`config.mk`:
```
export PLATFORM = sky130hd
export DESIGN_NAME = mmu_xlate_flat
export DESIGN_NICKNAME = d
export VERILOG_FILES = /design/src/rtl/mmu_xlate_pkg.sv /design/src/rtl/mmu_xlate_if.sv /design/src/rtl/mmu_xlate_dmw_match.sv /design/src/rtl/mmu_xlate.sv /design/src/flat_wrapper.sv
export SDC_FILE = /design/constraint.sdc
export NUM_CORES = 1
export LEC_CHECK = 0
export ABC_AREA = 1
export CAP_MARGIN = 5
export CORE_MARGIN = 1
export CORE_UTILIZATION = 31
export CTS_CLUSTER_DIAMETER = 40
export DETAILED_ROUTE_END_ITERATION = 8
export PLACE_DENSITY = 0.83
export SLEW_MARGIN = 10
export SYNTH_ARGS = -nofsm -noshare
export SYNTH_HDL_FRONTEND = slang
export SYNTH_SLANG_ARGS = --single-unit
export TNS_END_PERCENT = 10
```
`constraint.sdc`:
```
create_clock -name clk -period 2.2 [get_ports clk]
set_clock_uncertainty 0.05 [all_clocks]
set_input_delay 0.44 -clock clk [delete_from_list [all_inputs] [get_ports clk]]
set_output_delay 0.44 -clock clk [all_outputs]
set_load 0.005 [all_outputs]
```
`src/rtl/mmu_xlate_pkg.sv`:
```
// Shared types for the address translation path: TLB search result, exception codes,
// request op encodings and DMW CSR field positions.
package mmu_xlate_pkg;

    localparam int XLATE_TLBNUM = 16;
    localparam int XLATE_IDXW   = $clog2(XLATE_TLBNUM);

    localparam logic [1:0] XLATE_OP_FETCH = 2'd0;
    localparam logic [1:0] XLATE_OP_LOAD  = 2'd1;
    localparam logic [1:0] XLATE_OP_STORE = 2'd2;

    localparam int DMW_PLV0_BIT = 0;
    localparam int DMW_PLV3_BIT = 3;
    localparam int DMW_MAT_LO   = 4;
    localparam int DMW_PSEG_LO  = 25;
    localparam int DMW_VSEG_LO  = 29;

    typedef enum logic [2:0] {
        EXC_NONE = 3'd0,
        EXC_TLBR = 3'd1,
        EXC_PIL  = 3'd2,
        EXC_PIS  = 3'd3,
        EXC_PIF  = 3'd4,
        EXC_PME  = 3'd5,
        EXC_PPI  = 3'd6
    } xlate_exc_t;

    typedef struct packed {
        logic                  found;
        logic [XLATE_IDXW-1:0] index;
        logic [19:0]           ppn;
        logic [5:0]            ps;
        logic [1:0]            plv;
        logic [1:0]            mat;
        logic                  d;
        logic                  v;
    } tlb_result_t;

    typedef struct packed {
        logic        e;
        logic [9:0]  asid;
        logic        g;
        logic [5:0]  ps;
        logic [18:0] vppn;
        logic [19:0] ppn0;
        logic [1:0]  plv0;
        logic [1:0]  mat0;
        logic        d0;
        logic        v0;
        logic [19:0] ppn1;
        logic [1:0]  plv1;
        logic [1:0]  mat1;
        logic        d1;
        logic        v1;
    } tlb_entry_t;

    // Invalid-page exception flavour depends on the access kind; op 3 behaves as a load.
    function automatic xlate_exc_t invalid_page_exc(input logic [1:0] op);
        case (op)
            XLATE_OP_FETCH: invalid_page_exc = EXC_PIF;
            XLATE_OP_STORE: invalid_page_exc = EXC_PIS;
            default:        invalid_page_exc = EXC_PIL;
        endcase
    endfunction

endpackage

```
`src/rtl/mmu_xlate_if.sv`:
```
// Request / TLB-search / response bundle of the translation unit.
// slave is the translation unit's view, master is the surrounding pipeline + TLB.
interface mmu_xlate_if
    import mmu_xlate_pkg::*;
#(
    parameter int PALEN = 32,
    parameter int IDXW  = XLATE_IDXW
);
    logic              req_valid;
    logic              req_ready;
    logic [31:0]       req_va;
    logic [1:0]        req_op;
    logic [1:0]        csr_plv;
    logic              csr_da;
    logic [1:0]        csr_da_mat;
    logic [9:0]        csr_asid;
    logic [31:0]       csr_dmw0;
    logic [31:0]       csr_dmw1;
    logic              tlb_s_valid;
    logic [18:0]       tlb_s_vppn;
    logic              tlb_s_va_bit12;
    logic [9:0]        tlb_s_asid;
    tlb_result_t       tlb_s_result;
    logic              flush;
    logic              rsp_valid;
    logic              rsp_ready;
    logic [PALEN-1:0]  rsp_pa;
    logic [1:0]        rsp_mat;
    xlate_exc_t        rsp_exc;
    logic [IDXW-1:0]   rsp_tlb_index;

    modport slave (
        input  req_valid, req_va, req_op, csr_plv, csr_da, csr_da_mat, csr_asid,
               csr_dmw0, csr_dmw1, tlb_s_result, flush, rsp_ready,
        output req_ready, tlb_s_valid, tlb_s_vppn, tlb_s_va_bit12, tlb_s_asid,
               rsp_valid, rsp_pa, rsp_mat, rsp_exc, rsp_tlb_index
    );

    modport master (
        output req_valid, req_va, req_op, csr_plv, csr_da, csr_da_mat, csr_asid,
               csr_dmw0, csr_dmw1, tlb_s_result, flush, rsp_ready,
        input  req_ready, tlb_s_valid, tlb_s_vppn, tlb_s_va_bit12, tlb_s_asid,
               rsp_valid, rsp_pa, rsp_mat, rsp_exc, rsp_tlb_index
    );
endinterface

```
`src/rtl/mmu_xlate_dmw_match.sv`:
```
// Direct-mapped window decode for one DMW CSR: hit, physical address and MAT.
// Purely combinational; no handshake.
module dmw_match
    import mmu_xlate_pkg::*;
(
    input  logic [31:0] va_i,
    input  logic [31:0] dmw_i,
    input  logic [1:0]  plv_i,
    output logic        hit_o,
    output logic [31:0] pa_o,
    output logic [1:0]  mat_o
);
    logic plv_en;

    // Only PLV0 and PLV3 have enable bits; PLV1/2 can never use a window.
    always_comb begin
        plv_en = 1'b0;
        case (plv_i)
            2'd0:    plv_en = dmw_i[DMW_PLV0_BIT];
            2'd3:    plv_en = dmw_i[DMW_PLV3_BIT];
            default: plv_en = 1'b0;
        endcase
    end

    assign hit_o = plv_en && (va_i[31:29] == dmw_i[DMW_VSEG_LO +: 3]);
    assign pa_o  = {dmw_i[DMW_PSEG_LO +: 3], va_i[28:0]};
    assign mat_o = dmw_i[DMW_MAT_LO +: 2];

endmodule

```
`src/rtl/mmu_xlate.sv`:
```
// VA->PA translation (DA / DMW0 / DMW1 / TLB), response registered 1 cycle after accept.
// Backpressure: rsp held while !rsp_ready and no new accept; flush kills in-flight and same-cycle accept.
module mmu_xlate
    import mmu_xlate_pkg::*;
#(
    parameter int TLBNUM = XLATE_TLBNUM,
    parameter int PALEN  = 32
)(
    input  logic        clk,
    input  logic        resetn,
    mmu_xlate_if.slave  xif
);
    localparam int IDXW = $clog2(TLBNUM);

    logic             req_ready;
    logic             accept;
    logic             dmw0_hit, dmw1_hit;
    logic [31:0]      dmw0_pa, dmw1_pa;
    logic [1:0]       dmw0_mat, dmw1_mat;
    tlb_result_t      res;
    logic [31:0]      tlb_pa;

    logic             rsp_valid_q, rsp_valid_d;
    logic [PALEN-1:0] rsp_pa_q, rsp_pa_d;
    logic [1:0]       rsp_mat_q, rsp_mat_d;
    xlate_exc_t       rsp_exc_q, rsp_exc_d;
    logic [IDXW-1:0]  rsp_idx_q, rsp_idx_d;

    assign req_ready = !xif.flush && (!rsp_valid_q || xif.rsp_ready);
    assign accept    = xif.req_valid && req_ready;

    assign xif.req_ready      = req_ready;
    assign xif.tlb_s_valid    = accept;
    assign xif.tlb_s_vppn     = xif.req_va[31:13];
    assign xif.tlb_s_va_bit12 = xif.req_va[12];
    assign xif.tlb_s_asid     = xif.csr_asid;

    dmw_match u_dmw0 (
        .va_i  (xif.req_va),
        .dmw_i (xif.csr_dmw0),
        .plv_i (xif.csr_plv),
        .hit_o (dmw0_hit),
        .pa_o  (dmw0_pa),
        .mat_o (dmw0_mat)
    );

    dmw_match u_dmw1 (
        .va_i  (xif.req_va),
        .dmw_i (xif.csr_dmw1),
        .plv_i (xif.csr_plv),
        .hit_o (dmw1_hit),
        .pa_o  (dmw1_pa),
        .mat_o (dmw1_mat)
    );

    assign res    = xif.tlb_s_result;
    assign tlb_pa = (res.ps == 6'd12) ? {res.ppn, xif.req_va[11:0]}
                                      : {res.ppn[19:9], xif.req_va[20:0]};

    always_comb begin
        rsp_pa_d  = PALEN'(tlb_pa);
        rsp_mat_d = res.mat;
        rsp_exc_d = EXC_NONE;
        rsp_idx_d = IDXW'(res.index);
        if (xif.csr_da) begin
            rsp_pa_d  = PALEN'(xif.req_va);
            rsp_mat_d = xif.csr_da_mat;
            rsp_idx_d = '0;
        end else if (dmw0_hit) begin
            rsp_pa_d  = PALEN'(dmw0_pa);
            rsp_mat_d = dmw0_mat;
            rsp_idx_d = '0;
        end else if (dmw1_hit) begin
            rsp_pa_d  = PALEN'(dmw1_pa);
            rsp_mat_d = dmw1_mat;
            rsp_idx_d = '0;
        end else if (!res.found) begin
            // Refill: nothing meaningful to report from a miss.
            rsp_pa_d  = '0;
            rsp_mat_d = 2'd0;
            rsp_exc_d = EXC_TLBR;
            rsp_idx_d = '0;
        end else if (!res.v) begin
            rsp_exc_d = invalid_page_exc(xif.req_op);
        end else if (xif.csr_plv > res.plv) begin
            rsp_exc_d = EXC_PPI;
        end else if ((xif.req_op == XLATE_OP_STORE) && !res.d) begin
            rsp_exc_d = EXC_PME;
        end
    end

    always_comb begin
        rsp_valid_d = rsp_valid_q;
        if (xif.flush)
            rsp_valid_d = 1'b0;
        else if (accept)
            rsp_valid_d = 1'b1;
        else if (xif.rsp_ready)
            rsp_valid_d = 1'b0;
    end

    always_ff @(posedge clk) begin
        if (!resetn) begin
            rsp_valid_q <= 1'b0;
            rsp_pa_q    <= '0;
            rsp_mat_q   <= 2'd0;
            rsp_exc_q   <= EXC_NONE;
            rsp_idx_q   <= '0;
        end else begin
            rsp_valid_q <= rsp_valid_d;
            if (accept) begin
                rsp_pa_q  <= rsp_pa_d;
                rsp_mat_q <= rsp_mat_d;
                rsp_exc_q <= rsp_exc_d;
                rsp_idx_q <= rsp_idx_d;
            end
        end
    end

    assign xif.rsp_valid     = rsp_valid_q;
    assign xif.rsp_pa        = rsp_pa_q;
    assign xif.rsp_mat       = rsp_mat_q;
    assign xif.rsp_exc       = rsp_exc_q;
    assign xif.rsp_tlb_index = rsp_idx_q;

endmodule
```
`src/flat_wrapper.sv`:
```
// flat-port wrapper written by rule: the top's interface ports become plain ports
module mmu_xlate_flat import mmu_xlate_pkg::*;
#(
    parameter int TLBNUM = XLATE_TLBNUM,
    parameter int PALEN  = 32
)
  (clk, resetn, xif_req_valid, xif_req_va, xif_req_op, xif_csr_plv, xif_csr_da, xif_csr_da_mat, xif_csr_asid, xif_csr_dmw0, xif_csr_dmw1, xif_tlb_s_result, xif_flush, xif_rsp_ready, xif_req_ready, xif_tlb_s_valid, xif_tlb_s_vppn, xif_tlb_s_va_bit12, xif_tlb_s_asid, xif_rsp_valid, xif_rsp_pa, xif_rsp_mat, xif_rsp_exc, xif_rsp_tlb_index);
  mmu_xlate_if #(.PALEN(PALEN)) xif_i ();
  input  logic clk;
  input  logic resetn;
  input wire logic [$bits(xif_i.req_valid)-1:0] xif_req_valid;
  input wire logic [$bits(xif_i.req_va)-1:0] xif_req_va;
  input wire logic [$bits(xif_i.req_op)-1:0] xif_req_op;
  input wire logic [$bits(xif_i.csr_plv)-1:0] xif_csr_plv;
  input wire logic [$bits(xif_i.csr_da)-1:0] xif_csr_da;
  input wire logic [$bits(xif_i.csr_da_mat)-1:0] xif_csr_da_mat;
  input wire logic [$bits(xif_i.csr_asid)-1:0] xif_csr_asid;
  input wire logic [$bits(xif_i.csr_dmw0)-1:0] xif_csr_dmw0;
  input wire logic [$bits(xif_i.csr_dmw1)-1:0] xif_csr_dmw1;
  input wire logic [$bits(xif_i.tlb_s_result)-1:0] xif_tlb_s_result;
  input wire logic [$bits(xif_i.flush)-1:0] xif_flush;
  input wire logic [$bits(xif_i.rsp_ready)-1:0] xif_rsp_ready;
  output wire logic [$bits(xif_i.req_ready)-1:0] xif_req_ready;
  output wire logic [$bits(xif_i.tlb_s_valid)-1:0] xif_tlb_s_valid;
  output wire logic [$bits(xif_i.tlb_s_vppn)-1:0] xif_tlb_s_vppn;
  output wire logic [$bits(xif_i.tlb_s_va_bit12)-1:0] xif_tlb_s_va_bit12;
  output wire logic [$bits(xif_i.tlb_s_asid)-1:0] xif_tlb_s_asid;
  output wire logic [$bits(xif_i.rsp_valid)-1:0] xif_rsp_valid;
  output wire logic [$bits(xif_i.rsp_pa)-1:0] xif_rsp_pa;
  output wire logic [$bits(xif_i.rsp_mat)-1:0] xif_rsp_mat;
  output wire logic [$bits(xif_i.rsp_exc)-1:0] xif_rsp_exc;
  output wire logic [$bits(xif_i.rsp_tlb_index)-1:0] xif_rsp_tlb_index;
  assign xif_i.req_valid = xif_req_valid;
  assign xif_i.req_va = xif_req_va;
  assign xif_i.req_op = xif_req_op;
  assign xif_i.csr_plv = xif_csr_plv;
  assign xif_i.csr_da = xif_csr_da;
  assign xif_i.csr_da_mat = xif_csr_da_mat;
  assign xif_i.csr_asid = xif_csr_asid;
  assign xif_i.csr_dmw0 = xif_csr_dmw0;
  assign xif_i.csr_dmw1 = xif_csr_dmw1;
  assign xif_i.tlb_s_result = xif_tlb_s_result;
  assign xif_i.flush = xif_flush;
  assign xif_i.rsp_ready = xif_rsp_ready;
  assign xif_req_ready = xif_i.req_ready;
  assign xif_tlb_s_valid = xif_i.tlb_s_valid;
  assign xif_tlb_s_vppn = xif_i.tlb_s_vppn;
  assign xif_tlb_s_va_bit12 = xif_i.tlb_s_va_bit12;
  assign xif_tlb_s_asid = xif_i.tlb_s_asid;
  assign xif_rsp_valid = xif_i.rsp_valid;
  assign xif_rsp_pa = xif_i.rsp_pa;
  assign xif_rsp_mat = xif_i.rsp_mat;
  assign xif_rsp_exc = xif_i.rsp_exc;
  assign xif_rsp_tlb_index = xif_i.rsp_tlb_index;
  mmu_xlate #(.TLBNUM(TLBNUM), .PALEN(PALEN)) u_core (.clk(clk), .resetn(resetn), .xif(xif_i));
endmodule
```
==> run metrics <==
outcome complete, no violations; Syn Area/Cell 6.46 um2; top_reg_cell synth dfxtp_1; die area 0.00845 mm2; kind of start point of the critical path input pin; nets 706; Routed Wire Length 8900 um; leakage 0.00189 uW; clock slew at reported path FFs 0.08 ns; number of max-cap violations 0; cell with the most instances after synthesis nand2_1; Synth top area share 33.5%; vias in the first global route 3,068; final setup vio count 0; FF/Latch Area 841 um2; Ports 229; ranking of synthesized cells by area dfxtp_1, nand2_1, a21oi_1, buf_4, nand3_1; critical path endpoint category output port; Max-slew headroom 71.4%; Ant. Diodes 0; Setup CP Type input pin to output port; fmax 476 MHz; multi-input logic area 0.00129 mm2; switch share 26.8%; placed cells 633; Pwr per Cell Area 436 mW/mm2; Seq/Total Area, Yosys 33.5%; Residual DRC 0; Hold WS 0.417 ns; switching pwr 516 uW; crit path DAT 1.61 ns; largest net degree at the start of global routing 41; Die H 91.9 um; Hold Buf Count CTS 0; ys async rst share 0%; # fillers 697; Die Wd 91.9 um; worst-path maximum fanout 4; Post-Layout Cell Count 650; RD Place Congestion 0.886; worst hold path type flip-flop to flip-flop; via/cell ratio 4.76; Pins Over Slew Limit 0; number of synthesis warnings 0; syn nets 547; top cells by count, synth nand2_1, a21oi_1, dfxtp_1, inv_1, buf_4; initial antenna violation count 0; Worst VDD drop 0.000228 V; DRT Pass-1 Iters 4; reg2reg setup slack 0.61 ns; Final HPWL DP 6890 um; Routed WL per cell 13.7 um; total number of vias 3,095; clock sink count 42; Seq pwr share 42.5%; area growth from synthesis to layout 75.9%; total CTS buffers 5; clock insertion delay at the later pin of the skew report 0.29 ns; Rows 32; DR iter-0 viols 79; clock power share 26.9%; FF+latch count, synth 42; Comb pwr share 30.5%; Antenna Nets Post-Route 0; Final min period 2.10 ns; final hold viol count 0; internal power 1410 uW; root buffer cell clkbuf_8; EDFF count, synth 0; CORE AREA 0.00777 mm2; grt ovf 0; Slew @ Worst Pin 0.428 ns; final worst path period share 95.4%; Netlist Area Pre-Place 0.00251 mm2; GRT Total Usage 21.0%; clk buf depth 2; Yosys cell types 26; starting density of the core 32.3%; Post-Synthesis Cells 388; first-pass GRT wire length 14,100 um; Max H-tree Level 2; Yosys top cell by area dfxtp_1; layout cell share with drive strength beyond 1 11.9%; CTS tree done; PortBufs 164; data required time at the worst endpoint 1.71 ns
[path summary, 6_finish.rpt]
check / from / to / cells after the start
max reg2reg: u_core.xif.rsp_valid / u_core.xif.rsp_pa[27] / 9
min: u_core.xif.rsp_pa[26] / u_core.xif.rsp_pa[26] / 2
min reg2reg: u_core.xif.rsp_pa[26] / u_core.xif.rsp_pa[26] / 2
max: xif_req_va[29] / xif_tlb_s_vppn[16] / 3
[worst max-delay path, stage by stage]
cell	delay, ns
clkdlybuf4s50_1	0.54
buf_4	0.14
clkdlybuf4s50_1	0.49
[kinds of logic after synthesis]
kind of cell    synth area share (%)
fa+ha+maj                       2.00
compound gates                  14.7
simple gates                    31.7
buf+inv                         17.7
xor+xnor                       0.350
flops                           33.5
[state kept, by name (all words and copies together) (netlist names)]
signal	count
u_core.xif.rsp_exc	3
u_core.xif.rsp_valid	1
u_core.xif.rsp_tlb_index	4
u_core.xif.rsp_pa	32
u_core.xif.rsp_mat	2
[cells in the final DEF (no fill, tap or decap), drive strengths merged]
cell type      count
clkdlybuf4s50    160
nand2            129
a21oi             49
dfxtp             42
inv               37
buf               34
nand3             29
o21ai             24
nor2              14
nand4              8
clkbuf             7
ha                 4
clkinvlp           2
dlygate4sd2        2
clkinv             2
xor2               1
nor3b              1
nand3b             1
nor3               1
dlymetal6s2s       1
[metal layers]
layer | vias up | share of wire, % | global-route usage (%)
li1 | 1532 | - | -
met1 | 1402 | 37 | 21.6
met2 | 131 | 53 | 41.1
met3 | 30 | 7.0 | 5.56
met4 | 0 | 3.0 | 6.12
met5 | - | 0 | 0
[area by class of cell]
| type | instances | share of cell area (%) |
|---|---|---|
| Inverter | 39 | 3.41 |
| Sequential cell | 42 | 19.1 |
| Tap cell | 102 | 2.89 |
| Clock buffer | 7 | 1.96 |
| Timing Repair inverter | 1 | 0.170 |
| Timing Repair Buffer | 197 | 43.2 |
| Multi-Input combinational cell | 261 | 29.2 |
| Clock inverter | 1 | 0.114 |
[metrics by stage]
| stage | power (uW) | TNS [ns] | setup slack (ns) | area (um2) | utilization [%] |
|---|---|---|---|---|---|
| global route | 2030 | -0.123 | -0.0331 | 4410 | 56.8 |
| CTS | 1930 | 0 | 0.00156 | 4330 | 55.7 |
| global placement | 1390 | -10.65 | -0.351 | 4170 | 53.6 |
| finish | 1920 | 0 | 0.101 | 4410 | 56.8 |
| detailed placement | 1400 | -13.01 | -0.401 | 4170 | 53.6 |
| floorplan | 1050 | 0 | 0.399 | 2510 | - |
[what timing repair did]
action                                  CTS  global route
gates resized for setup                   8            14
cloned                                    1             0
pin swaps                                 7             5
buffers inserted                          6             2
hold endpoints to repair                  0             0
endpoints found under the setup margin   27            39
[power groups by stage]
stage / Combinational, uW / Sequential [uW] / Clock, uW
floorplan: 216 / 838 / 0
global placement: 553 / 833 / 0
detailed placement: 566 / 836 / 0
CTS: 577 / 818 / 534
global route: 641 / 823 / 571
finish: 587 / 818 / 518
Power figures use the tool's default switching activity.
